[config.mk]
export PLATFORM = sky130hd
export DESIGN_NAME = mem_stage_lsu
export DESIGN_NICKNAME = d
export VERILOG_FILES = /design/src/rtl/mem_stage_lsu.sv
export SDC_FILE = /design/constraint.sdc
export NUM_CORES = 1
export LEC_CHECK = 0
export ABC_AREA = 1
export CORE_ASPECT_RATIO = 0.5
export CORE_UTILIZATION = 48
export CTS_CLUSTER_SIZE = 25
export DETAILED_ROUTE_END_ITERATION = 10
export GPL_TIMING_DRIVEN = 0
export PLACE_DENSITY_LB_ADDON = 0.08
export SETUP_SLACK_MARGIN = 0.15
export SYNTH_ARGS = -nofsm -noshare
export SYNTH_HDL_FRONTEND = slang
export SYNTH_SLANG_ARGS = --single-unit
export TNS_END_PERCENT = 30
[constraint.sdc]
create_clock -name clk -period 1.8 [get_ports clk]
set_input_delay 0.36 -clock clk [delete_from_list [all_inputs] [get_ports clk]]
set_output_delay 0.36 -clock clk [all_outputs]
set_load 0.02 [all_outputs]
[src/rtl/mem_stage_lsu.sv]
// MEM-stage load/store unit: turns EX/MEM instructions into req/ack data-memory accesses and registers one MEM/WB beat.
// Latency: non-memory ops 1 cycle; memory ops issue cycle + BUSY cycles until ack/timeout + 1 DONE cycle.
// Backpressure: stall holds upstream while an aligned access is issuing or outstanding; bus side waits on mem_ack.
module mem_stage_lsu #(
    parameter logic [1:0] LOAD_SEL = 2'b01,
    parameter int         TIMEOUT  = 16
) (
    input  logic        clk,
    input  logic        rst,
    input  logic        in_running,
    input  logic        in_WEn,
    input  logic        in_RFWr,
    input  logic [1:0]  in_WDSel,
    input  logic [31:0] in_pc4,
    input  logic [31:0] in_C,
    input  logic [31:0] in_rD2,
    input  logic [31:0] in_wR,
    input  logic [31:0] in_ext,
    output logic        stall,
    output logic        mem_req,
    output logic        mem_we,
    output logic [31:0] mem_addr,
    output logic [31:0] mem_wdata,
    input  logic        mem_ack,
    input  logic [31:0] mem_rdata,
    output logic        out_running,
    output logic        out_RFWr,
    output logic [1:0]  out_WDSel,
    output logic [31:0] out_pc4,
    output logic [31:0] out_C,
    output logic [31:0] out_wR,
    output logic [31:0] out_ext,
    output logic [31:0] out_rdata,
    output logic        err_timeout,
    output logic        err_misalign
);

    localparam int CW = $clog2(TIMEOUT + 1);

    typedef enum logic [1:0] {
        S_IDLE = 2'd0,
        S_BUSY = 2'd1,
        S_DONE = 2'd2
    } state_t;

    state_t        state_q, state_d;
    logic [CW-1:0] cnt_q, cnt_d;
    logic [CW-1:0] cnt_inc;

    logic          mem_req_q, mem_req_d;
    logic          mem_we_q, mem_we_d;
    logic [31:0]   mem_addr_q, mem_addr_d;
    logic [31:0]   mem_wdata_q, mem_wdata_d;

    // Sidebands of the instruction that owns the outstanding access
    logic          lat_RFWr_q, lat_RFWr_d;
    logic [1:0]    lat_WDSel_q, lat_WDSel_d;
    logic [31:0]   lat_pc4_q, lat_pc4_d;
    logic [31:0]   lat_C_q, lat_C_d;
    logic [31:0]   lat_wR_q, lat_wR_d;
    logic [31:0]   lat_ext_q, lat_ext_d;

    logic          out_running_q, out_running_d;
    logic          out_RFWr_q, out_RFWr_d;
    logic [1:0]    out_WDSel_q, out_WDSel_d;
    logic [31:0]   out_pc4_q, out_pc4_d;
    logic [31:0]   out_C_q, out_C_d;
    logic [31:0]   out_wR_q, out_wR_d;
    logic [31:0]   out_ext_q, out_ext_d;
    logic [31:0]   out_rdata_q, out_rdata_d;
    logic          err_timeout_q, err_timeout_d;
    logic          err_misalign_q, err_misalign_d;

    logic          mem_op;
    logic          aligned;

    // Decode the incoming instruction and derive the upstream hold
    always_comb begin
        mem_op  = in_running & (in_WEn | (in_WDSel == LOAD_SEL));
        aligned = (in_C[1:0] == 2'b00);
        stall   = ((state_q == S_IDLE) & mem_op & aligned) | (state_q == S_BUSY);
    end

    // Next-state and next-output computation for the IDLE/BUSY/DONE access sequence
    always_comb begin
        state_d        = state_q;
        cnt_d          = cnt_q;
        cnt_inc        = cnt_q + CW'(1);
        mem_req_d      = mem_req_q;
        mem_we_d       = mem_we_q;
        mem_addr_d     = mem_addr_q;
        mem_wdata_d    = mem_wdata_q;
        lat_RFWr_d     = lat_RFWr_q;
        lat_WDSel_d    = lat_WDSel_q;
        lat_pc4_d      = lat_pc4_q;
        lat_C_d        = lat_C_q;
        lat_wR_d       = lat_wR_q;
        lat_ext_d      = lat_ext_q;
        out_running_d  = out_running_q;
        out_RFWr_d     = out_RFWr_q;
        out_WDSel_d    = out_WDSel_q;
        out_pc4_d      = out_pc4_q;
        out_C_d        = out_C_q;
        out_wR_d       = out_wR_q;
        out_ext_d      = out_ext_q;
        out_rdata_d    = out_rdata_q;
        err_timeout_d  = err_timeout_q;
        err_misalign_d = 1'b0;

        case (state_q)
            S_IDLE: begin
                if (mem_op && aligned) begin
                    // Issue: a store wins over a load when both are flagged
                    state_d       = S_BUSY;
                    cnt_d         = '0;
                    mem_req_d     = 1'b1;
                    mem_we_d      = in_WEn;
                    mem_addr_d    = in_C;
                    mem_wdata_d   = in_rD2;
                    out_running_d = 1'b0;
                    lat_RFWr_d    = in_RFWr;
                    lat_WDSel_d   = in_WDSel;
                    lat_pc4_d     = in_pc4;
                    lat_C_d       = in_C;
                    lat_wR_d      = in_wR;
                    lat_ext_d     = in_ext;
                end else begin
                    // Pass-through; a misaligned access is squashed to a no-write beat
                    out_running_d = in_running;
                    out_RFWr_d    = in_RFWr & ~mem_op;
                    out_WDSel_d   = in_WDSel;
                    out_pc4_d     = in_pc4;
                    out_C_d       = in_C;
                    out_wR_d      = in_wR;
                    out_ext_d     = in_ext;
                    out_rdata_d   = '0;
                    err_misalign_d = mem_op;
                end
            end
            S_BUSY: begin
                cnt_d = cnt_inc;
                if (mem_ack || (cnt_inc == CW'(TIMEOUT))) begin
                    state_d       = S_DONE;
                    mem_req_d     = 1'b0;
                    out_running_d = 1'b1;
                    out_WDSel_d   = lat_WDSel_q;
                    out_pc4_d     = lat_pc4_q;
                    out_C_d       = lat_C_q;
                    out_wR_d      = lat_wR_q;
                    out_ext_d     = lat_ext_q;
                    if (mem_ack) begin
                        out_RFWr_d  = lat_RFWr_q;
                        out_rdata_d = mem_we_q ? 32'd0 : mem_rdata;
                    end else begin
                        // Abandoned access must not write the register file
                        out_RFWr_d    = 1'b0;
                        out_rdata_d   = '0;
                        err_timeout_d = 1'b1;
                    end
                end
            end
            S_DONE: begin
                // Upstream advances this cycle; its inputs are the retiring instruction
                state_d       = S_IDLE;
                out_running_d = 1'b0;
            end
            default: begin
                state_d = S_IDLE;
            end
        endcase
    end

    // State registers with synchronous reset clearing every output
    always_ff @(posedge clk) begin
        if (rst) begin
            state_q        <= S_IDLE;
            cnt_q          <= '0;
            mem_req_q      <= 1'b0;
            mem_we_q       <= 1'b0;
            mem_addr_q     <= '0;
            mem_wdata_q    <= '0;
            lat_RFWr_q     <= 1'b0;
            lat_WDSel_q    <= '0;
            lat_pc4_q      <= '0;
            lat_C_q        <= '0;
            lat_wR_q       <= '0;
            lat_ext_q      <= '0;
            out_running_q  <= 1'b0;
            out_RFWr_q     <= 1'b0;
            out_WDSel_q    <= '0;
            out_pc4_q      <= '0;
            out_C_q        <= '0;
            out_wR_q       <= '0;
            out_ext_q      <= '0;
            out_rdata_q    <= '0;
            err_timeout_q  <= 1'b0;
            err_misalign_q <= 1'b0;
        end else begin
            state_q        <= state_d;
            cnt_q          <= cnt_d;
            mem_req_q      <= mem_req_d;
            mem_we_q       <= mem_we_d;
            mem_addr_q     <= mem_addr_d;
            mem_wdata_q    <= mem_wdata_d;
            lat_RFWr_q     <= lat_RFWr_d;
            lat_WDSel_q    <= lat_WDSel_d;
            lat_pc4_q      <= lat_pc4_d;
            lat_C_q        <= lat_C_d;
            lat_wR_q       <= lat_wR_d;
            lat_ext_q      <= lat_ext_d;
            out_running_q  <= out_running_d;
            out_RFWr_q     <= out_RFWr_d;
            out_WDSel_q    <= out_WDSel_d;
            out_pc4_q      <= out_pc4_d;
            out_C_q        <= out_C_d;
            out_wR_q       <= out_wR_d;
            out_ext_q      <= out_ext_d;
            out_rdata_q    <= out_rdata_d;
            err_timeout_q  <= err_timeout_d;
            err_misalign_q <= err_misalign_d;
        end
    end

    assign mem_req      = mem_req_q;
    assign mem_we       = mem_we_q;
    assign mem_addr     = mem_addr_q;
    assign mem_wdata    = mem_wdata_q;
    assign out_running  = out_running_q;
    assign out_RFWr     = out_RFWr_q;
    assign out_WDSel    = out_WDSel_q;
    assign out_pc4      = out_pc4_q;
    assign out_C        = out_C_q;
    assign out_wR       = out_wR_q;
    assign out_ext      = out_ext_q;
    assign out_rdata    = out_rdata_q;
    assign err_timeout  = err_timeout_q;
    assign err_misalign = err_misalign_q;

endmodule

Yosys cells after proc, flatten, opt, wreduce, memory -nomap -nowiden
Cells that the tools add are included.
- register bits: 338
- input bits: 200
- output and inout bits: 233
- add/sub/neg operators: 1
- eq/ne operators: 7
- muxes and demuxes: 35
- bitwise operators: 9
- reductions and logical operators: 14
- operators with widths (kind ; number):
    $mux W32 ; 12
    $pmux W32 S2 ; 5
    $pmux W5 S2 ; 1
    $reduce_and A3 Y1 ; 3
    $mux W2 ; 4
    $pmux W2 S2 ; 2
    $reduce_and A2 Y1 ; 4
    $mux W1 ; 7
    $add A5 B1 Y5 const B ; 1
    $eq A5 B5 Y1 const B ; 1
    $mux W5 ; 1
    $and A1 B1 Y1 ; 4
    $eq A2 B1 Y1 const B ; 2
    $logic_not A2 Y1 ; 2
    $ne A2 B1 Y1 const B ; 2
    $pmux W1 S2 ; 2
    $not A1 Y1 ; 3
    $pmux W1 S3 ; 1
    $reduce_bool A3 Y1 ; 1
    $reduce_or A3 Y1 ; 1
    $eq A2 B2 Y1 const B ; 1
    $ne A2 B2 Y1 const B ; 1
    $or A1 B1 Y1 ; 2
    $reduce_bool A2 Y1 ; 1
    other kinds (2) ; 2

Longest topological paths before layout
Gate-level depths: netlist of run 1.
- depth in word-level cells: 7
- gate-level depth with buffers: 13
- mapped depth without buffers: 10

Worst setup path after synthesis of run 1
OpenSTA, ideal clock, no wires.
- kind: reg2out
- from: register state_q[1]
- to: output port stall
- data arrival time: 1.434 ns
- data required time: 1.440 ns
- setup slack: 0.006 ns
- stages on the path, launching flop included: 9
- path buffers: 4
- cells stage by stage: dfxtp_1 inv_1 ha_1 buf_2 inv_2 buf_2 buf_2 buf_2 nand2_1
- word-level cells in the longest chain between the ends: 4
- ends and longest elaborated chain (element ; RTL line ; text):
    from (decl) ; 46 ; state_t state_q, state_d;
    from (signal assigned) ; 199 ; state_q <= state_d;
    $logic_not A2 Y1 ; 81 ; stall = ((state_q == S_IDLE) & mem_op & aligned) | (state_q == S_BUSY);
    $and A1 B1 Y1 (2 in series) ; 81 ;
    $or A1 B1 Y1 * ; 81 ;
    to (decl) ; 19 ; output logic stall,
Mark *: on every way between the ends. The rest lies on a longest branch, timed or not.

Worst setup path after layout of run 1
- from: register state_q[0]
- to: output port stall
Same word-level chain as after synthesis.

==> run_results.csv, run 1 <==
group,metric,value,unit
outcome,status,"finished, violations left",
outcome,violations,"negative setup slack",
clock_network,cts_buffers,30,
final_layout,final_cells,3190,
synthesis,synth_common_cells,"nand2_1 (939), dfxtp_1 (338), nor2_1 (304), a21oi_1 (205), inv_1 (169)",
sta,timing.hold.ws,0.338,ns
sta,report.final.slew_viol_count,0,
power,switching_share,41.1,%
global_routing,grt_pass1_vias,14400,
floorplanning,start_util,49.6,%
final_layout,fin_nets,2975,
final_layout,final_area,22600,µm²
routing,viasPerCell,5.05,
routing,antenna_left,0,
power,power_leakage,10.6,nW
power,powerDensity,1860,nW/µm²
global_routing,grt_use_total,30.2,%
setup_path,startpoint,"state_q[0]",
power,pwr-share-clk,16.4,%
power,power_switching,17.2,mW
routing,drt-initial-drc-count,1319,
synthesis,yosysSeqAreaShare,46.3,%
floorplanning,die_w,249,µm
synthesis,avgSynthCellArea,6.49,µm²
routing,drt_drc_violations_left,0,
sta,period_share,120,%
power,comb_power_share,58.3,%
placement,dp_hpwl,33.8,mm
routing,routed-via-count,16100,
placement,place_inst,3073,
synthesis,synth.most_common_cell,"nand2_1",
clock_network,clock_path_buffers,3,
final_layout,area_delta_synth_final,54.5,%
floorplanning,rows,44,
sta,final_hold_viol_count,0,
floorplanning,dieArea,31200,µm²
sta,maxSlewHeadroom,43.1,%
clock_network,clkLatencyLatePin,0.57,ns
power,cellInternalPower,24.7,mW
sta,worst_slack,-0.357,ns
synthesis,synthesis.area,14600,µm²
clock_network,cts_root_buffer,"clkbuf_16",
sta,tightestPinTransition,0.854,ns
synthesis,synth.area.top_cells,"dfxtp_1 (46%), nand2_1 (24%), nor2_1 (7.8%)",
synthesis,synthDominantCellAreaShare,46.3,%
floorplanning,die_h,125,µm
placement,pre_cts_slack,-1.06,ns
global_routing,grt_remaining_overflow,0,
sta,final-setup-viol-count,279,
routing,dr.pass1.iters,6,
synthesis,ys_seq_elements,338,
sta,fin_crit,2.16,ns
power,seqPwrFrac,25.2,%
synthesis,yosys.area.top_type,"dfxtp_1",
synthesis,synth_edf_count,0,
min_path,hold_class,"in2reg",
routing,drt-total-wl,51.1,mm
synthesis,synthCells,2252,
clock_network,tritoncts,"built",
synthesis,synth_top_flop_cell,"dfxtp_1",
setup_path,reg2reg_from,"state_q[1]",
run,cap_violations,0,
floorplanning,ioPinCount,433,
sta,finalClockSkew,0.00867,ns
setup_path,required,1.44,ns
synthesis,synth_warnings,0,
global_routing,grt_max_degree,16,
clock_network,cts.sinks,338,
power,design_power_total,41.9,mW
setup_path,end_kind,"output port",
placement,place_congestion,0.860,
floorplanning,core-area,29500,µm²
setup_path,cp_max_fo,10,
synthesis,synth.distinct_cells,23,
setup_path,crit_type,"reg2out",
final_layout,drive_above_1_share,14.0,%
setup_path,rrSetupSlack,-0.29,ns
setup_path,cp-start-kind,"flip-flop",
placement,numPortBuffers,430,
sta,fmax,464,MHz
setup_path,cp.arrival,1.80,ns
clock_network,path_clk_slew,0.07,ns
placement,post_dp_cell_area,19400,µm²
synthesis,synthesis.nets,2457,
power,ir_drop,0.875,mV
sta,rsz0062_at_grt,"true",
global_routing,grt_pass1_wl,75.9,mm
min_path,hp-start,"in_rD2[28]",
synthesis,synthArstFlopShare,0,%
routing,detail_route.wl_per_cell,16.0,µm
global_routing,antenna_found_initial,6,
clock_network,hold_buffers,0,
clock_network,htreeDepth,1,
[placed cells by master, fill, tap and decap left out, types with 6 or more instances in the layout]
master           netlist  routed
nand2_2                2      72
nand3_1               74      72
inv_1                169     167
clkdlybuf4s15_1        0      33
clkdlybuf4s50_1        0     302
nor2_4                 0      11
a21oi_1              205     201
nand2_4                1      16
buf_12                 0      14
clkbuf_16              0      41
nand2_1              939     853
o21ai_0               49      48
nor2_2                 1      54
dfxtp_1              338     334
nor2_1               304     240
buf_16                 0      10
clkbuf_1              78      52
buf_6                  8      27
clkinv_2               0       6
buf_4                  5      31
buf_2                 57      16
dlygate4sd2_1          0      40
clkbuf_8               0      13
dlymetal6s2s_1         0      49
buf_8                  0      24
clkbuf_2               0      24
[stage by stage]
step                      utilization [%]  setup TNS (ns)
after floorplan                         -               0
after global placement               65.9         -175.20
after detailed placement             65.9         -180.78
after CTS                            73.1          -21.25
after global routing                 76.6          -48.69
final                                76.6          -35.34
[critical path: stages, from the launching register on]
cell,delay [ns]
dfxtp_4,0.38
inv_4,0.08
ha_4,0.17
nand4_4,0.10
clkbuf_8,0.17
buf_6,0.15
nand2_4,0.06
buf_6,0.12
[per-layer routing]
metal,vias to the layer above,wire length [µm],track usage (%)
li1,7911,-,-
met1,7515,21700,38.8
met2,574,24600,51.1
met3,117,3160,5.37
met4,2,1570,10.8
met5,-,12,0
[power groups by stage]
stage	sequential [mW]	clock, mW	combinational (mW)
6_report	10.6	6.89	24.4
2_1_floorplan	12.8	0	8.41
3_3_place_gp	10.6	0	17.3
4_1_cts	10.5	6.89	21.2
5_1_grt	10.8	7.26	26.2
3_5_place_dp	10.7	0	17.5
[cell families after synthesis]
logic type	count (synthesis)	synth area share [%]
and+or+nand+nor	1327	35.0
DFF	338	46.3
buffers and inverters	326	9.40
adders and majority gates	5	0.428
AOI/OAI and AO/OA	256	8.80
[registers in the layout, indices dropped and copies added, names as in the netlist, 5 cells and up]
register and count:
out_rdata 32, cnt_q 5, mem_wdata 32, out_pc4 32, out_wR 32, out_C 32, lat_pc4_q 32, lat_ext_q 32
out_ext 32, lat_C_q 32, lat_wR_q 32
[final cells by class]
type | count | area (µm²)
flip-flops and latches | 338 | 6770
diodes | 5 | 12.5
clock inverters | 9 | 120
repair buffers | 489 | 5380
multi-input cells | 1588 | 7050
clock buffers | 47 | 916
inverters | 174 | 668
fillers | 2212 | 6890
well taps | 391 | 489
plain buffers | 149 | 1160
[path summary, 6_finish.rpt]
path	cells after the start	end
hold reg to reg	2	lat_pc4_q[20]
setup reg to reg	16	out_C[4]
setup / recovery	7	stall
hold / removal	3	mem_wdata[28]
[repair_timing]
| action | in CTS | in global routing |
|---|---|---|
| setup endpoints to repair | 563 | 540 |
| resized for setup | 319 | 263 |
| setup buffers | 26 | 11 |
| pin swaps | 13 | 55 |
| cloned | 12 | 10 |
Note: power is estimated with default switching activity, not from simulation.
==> run 2, diff against run 1 <==
- CELL_PAD_IN_SITES_DETAIL_PLACEMENT: not set -> 1
- CELL_PAD_IN_SITES_GLOBAL_PLACEMENT: not set -> 1
- CORE_UTILIZATION: 48 -> 32
- GPL_ROUTABILITY_DRIVEN: not set -> 1
==> run 2 against run 1 <==
- the run still ends with negative setup slack left
- power is 8.6% higher
- die area is 49% higher
- sequential power about the same
- global-route usage fell by 5.7 points
- hold slack gained 0.024 ns
- setup slack improved by 0.014 ns
- non-clock buffer count is 30 higher
- largest power group unchanged
- highest routed layer unchanged
==> run_results.csv, run 2 (synthesized netlist as in run 1, its figures left out) <==
group,metric,value,unit
outcome,status,"finished, violations left",
outcome,violations,"negative setup slack",
routing,dr.pass1.iters,5,
sta,final_hold_viol_count,0,
power,comb_power_share,60.4,%
global_routing,grt_pass1_vias,16300,
clock_network,hold_buffers,0,
final_layout,layout_common_cells,"nand2_1 (819), dfxtp_1 (334), dlygate4sd2_1 (226)",
min_path,hold_class,"in2reg",
power,power_switching,19.4,mW
sta,finalClockSkew,0.0168,ns
sta,rsz0062_at_grt,"true",
power,pwr-share-clk,16.2,%
power,switching_share,42.6,%
routing,drt-initial-drc-count,623,
power,seqPwrFrac,23.4,%
placement,dp_hpwl,39.6,mm
routing,antenna_left,0,
routing,drt-total-wl,61.7,mm
final_layout,final_common_cell,"nand2_1",
global_routing,grt_use_total,24.5,%
global_routing,grt_pass1_wl,90.5,mm
floorplanning,rows,54,
sta,period_share,119,%
clock_network,htreeDepth,2,
global_routing,grt_max_degree,14,
clock_network,cts_buffers,36,
routing,routed-via-count,16300,
sta,maxSlewHeadroom,44.1,%
final_layout,fin_util,53.7,%
placement,place_inst,3270,
routing,detail_route.wl_per_cell,18.1,µm
routing,viasPerCell,4.76,
power,ir_drop,0.862,mV
clock_network,path_clk_slew,0.06,ns
routing,drt_drc_violations_left,0,
floorplanning,dieArea,46600,µm²
final_layout,final_cells,3419,
clock_network,cts.sinks,338,
sta,fin_crit,2.14,ns
sta,worst_slack,-0.343,ns
floorplanning,die_h,153,µm
floorplanning,ioPinCount,433,
clock_network,clkLatencyLatePin,0.53,ns
final_layout,area_delta_synth_final,62.8,%
sta,final-setup-viol-count,198,
power,power_leakage,11.1,nW
clock_network,tritoncts,"built",
clock_network,clock_path_buffers,3,
setup_path,r2r_cells,15,
placement,numPortBuffers,430,
setup_path,cp.arrival,1.78,ns
final_layout,fin_nets,3012,
placement,place_congestion,0.798,
setup_path,crit_type,"in2out",
global_routing,grt_remaining_overflow,0,
final_layout,drive_above_1_share,18.4,%
sta,tightestPinTransition,0.838,ns
final_layout,final_area,23800,µm²
power,powerDensity,1910,nW/µm²
setup_path,required,1.44,ns
min_path,hold_depth,3,
floorplanning,start_util,33.0,%
sta,fmax,467,MHz
power,cellInternalPower,26.1,mW
placement,post_dp_cell_area,19700,µm²
global_routing,antenna_found_initial,5,
clock_network,cts_root_buffer,"clkbuf_16",
floorplanning,core-area,44300,µm²
floorplanning,die_w,304,µm
sta,report.final.slew_viol_count,0,
final_layout,filler_cell_count,5496,
setup_path,end_kind,"output port",
setup_path,cp_max_fo,10,
setup_path,cp-start-kind,"input pin",
run,cap_violations,0,
run 2: power groups by stage:
stage          Sequential [mW]  Clock (mW)  Combinational, mW
3_5_place_dp              10.8           0               18.1
3_3_place_gp              10.7           0               17.8
4_1_cts                   10.6        7.52               21.6
2_1_floorplan             12.8           0               8.41
5_1_grt                   10.9        7.88               29.5
6_report                  10.6        7.38               27.5
run 2: metal layers:
| layer | track usage (%) | share of wire, % | vias to the layer above |
|---|---|---|---|
| met1 | 29.5 | 42 | 7916 |
| met2 | 45.2 | 52 | 269 |
| met5 | 0 | 0.021 | - |
| met4 | 6.28 | 2.5 | 2 |
| li1 | - | - | 7989 |
| met3 | 3.83 | 3.3 | 92 |
run 2: final timing paths:
| path | start | to | slack, ns |
|---|---|---|---|
| max | in_WEn | stall | -0.34 |
| min | in_WDSel[0] | lat_WDSel_q[0] | 0.36 |
| max reg2reg | state_q[1] | out_C[11] | -0.30 |
| min reg2reg | lat_pc4_q[19] | lat_pc4_q[19] | 0.45 |
run 2: worst max-delay path, stage by stage:
cell and delay, ns:
clkdlybuf4s50_1 0.50, inv_1 0.10, nand2_2 0.15, nand4_4 0.15, clkbuf_16 0.18, buf_8 0.14
nand2_4 0.07, buf_6 0.11
run 2: per-stage QoR:
step                worst slack [ns]  TNS (ns)  power [mW]  hold slack, ns
global route                  -0.373    -43.71        48.2           0.373
floorplan                      0.157         0        21.2           0.424
global placement               -1.13   -216.60        28.5           0.434
detailed placement             -1.14   -230.33        28.9           0.443
CTS                           -0.301    -21.32        39.7           0.348
finish                        -0.343    -31.89        45.5           0.362
run 2: layout make-up:
| cell class | instances | area [µm²] | share of cell area [%] |
|---|---|---|---|
| multi-input cells | 1589 | 7560 | 31.8 |
| flip-flops and latches | 338 | 6770 | 28.5 |
| repair buffers | 517 | 5510 | 23.2 |
| plain buffers | 151 | 1410 | 5.93 |
| clock buffers | 54 | 1050 | 4.41 |
| well taps | 588 | 736 | 3.09 |
| inverters | 174 | 683 | 2.87 |
| clock inverters | 5 | 52.6 | 0.221 |
| diodes | 3 | 7.51 | 0.0316 |
run 2: repair_timing:
action | in CTS | in global routing
gates resized for setup | 524 | 349
pin swaps | 28 | 81
endpoints found under the setup margin | 568 | 349
setup buffers | 38 | 17
cloned | 16 | 17
==> run 3, diff against run 2 <==
- GPL_ROUTABILITY_DRIVEN: 1 -> not set
==> results of run 3 <==
Same layout as run 2: the final DEF is identical, and so are final timing and power.
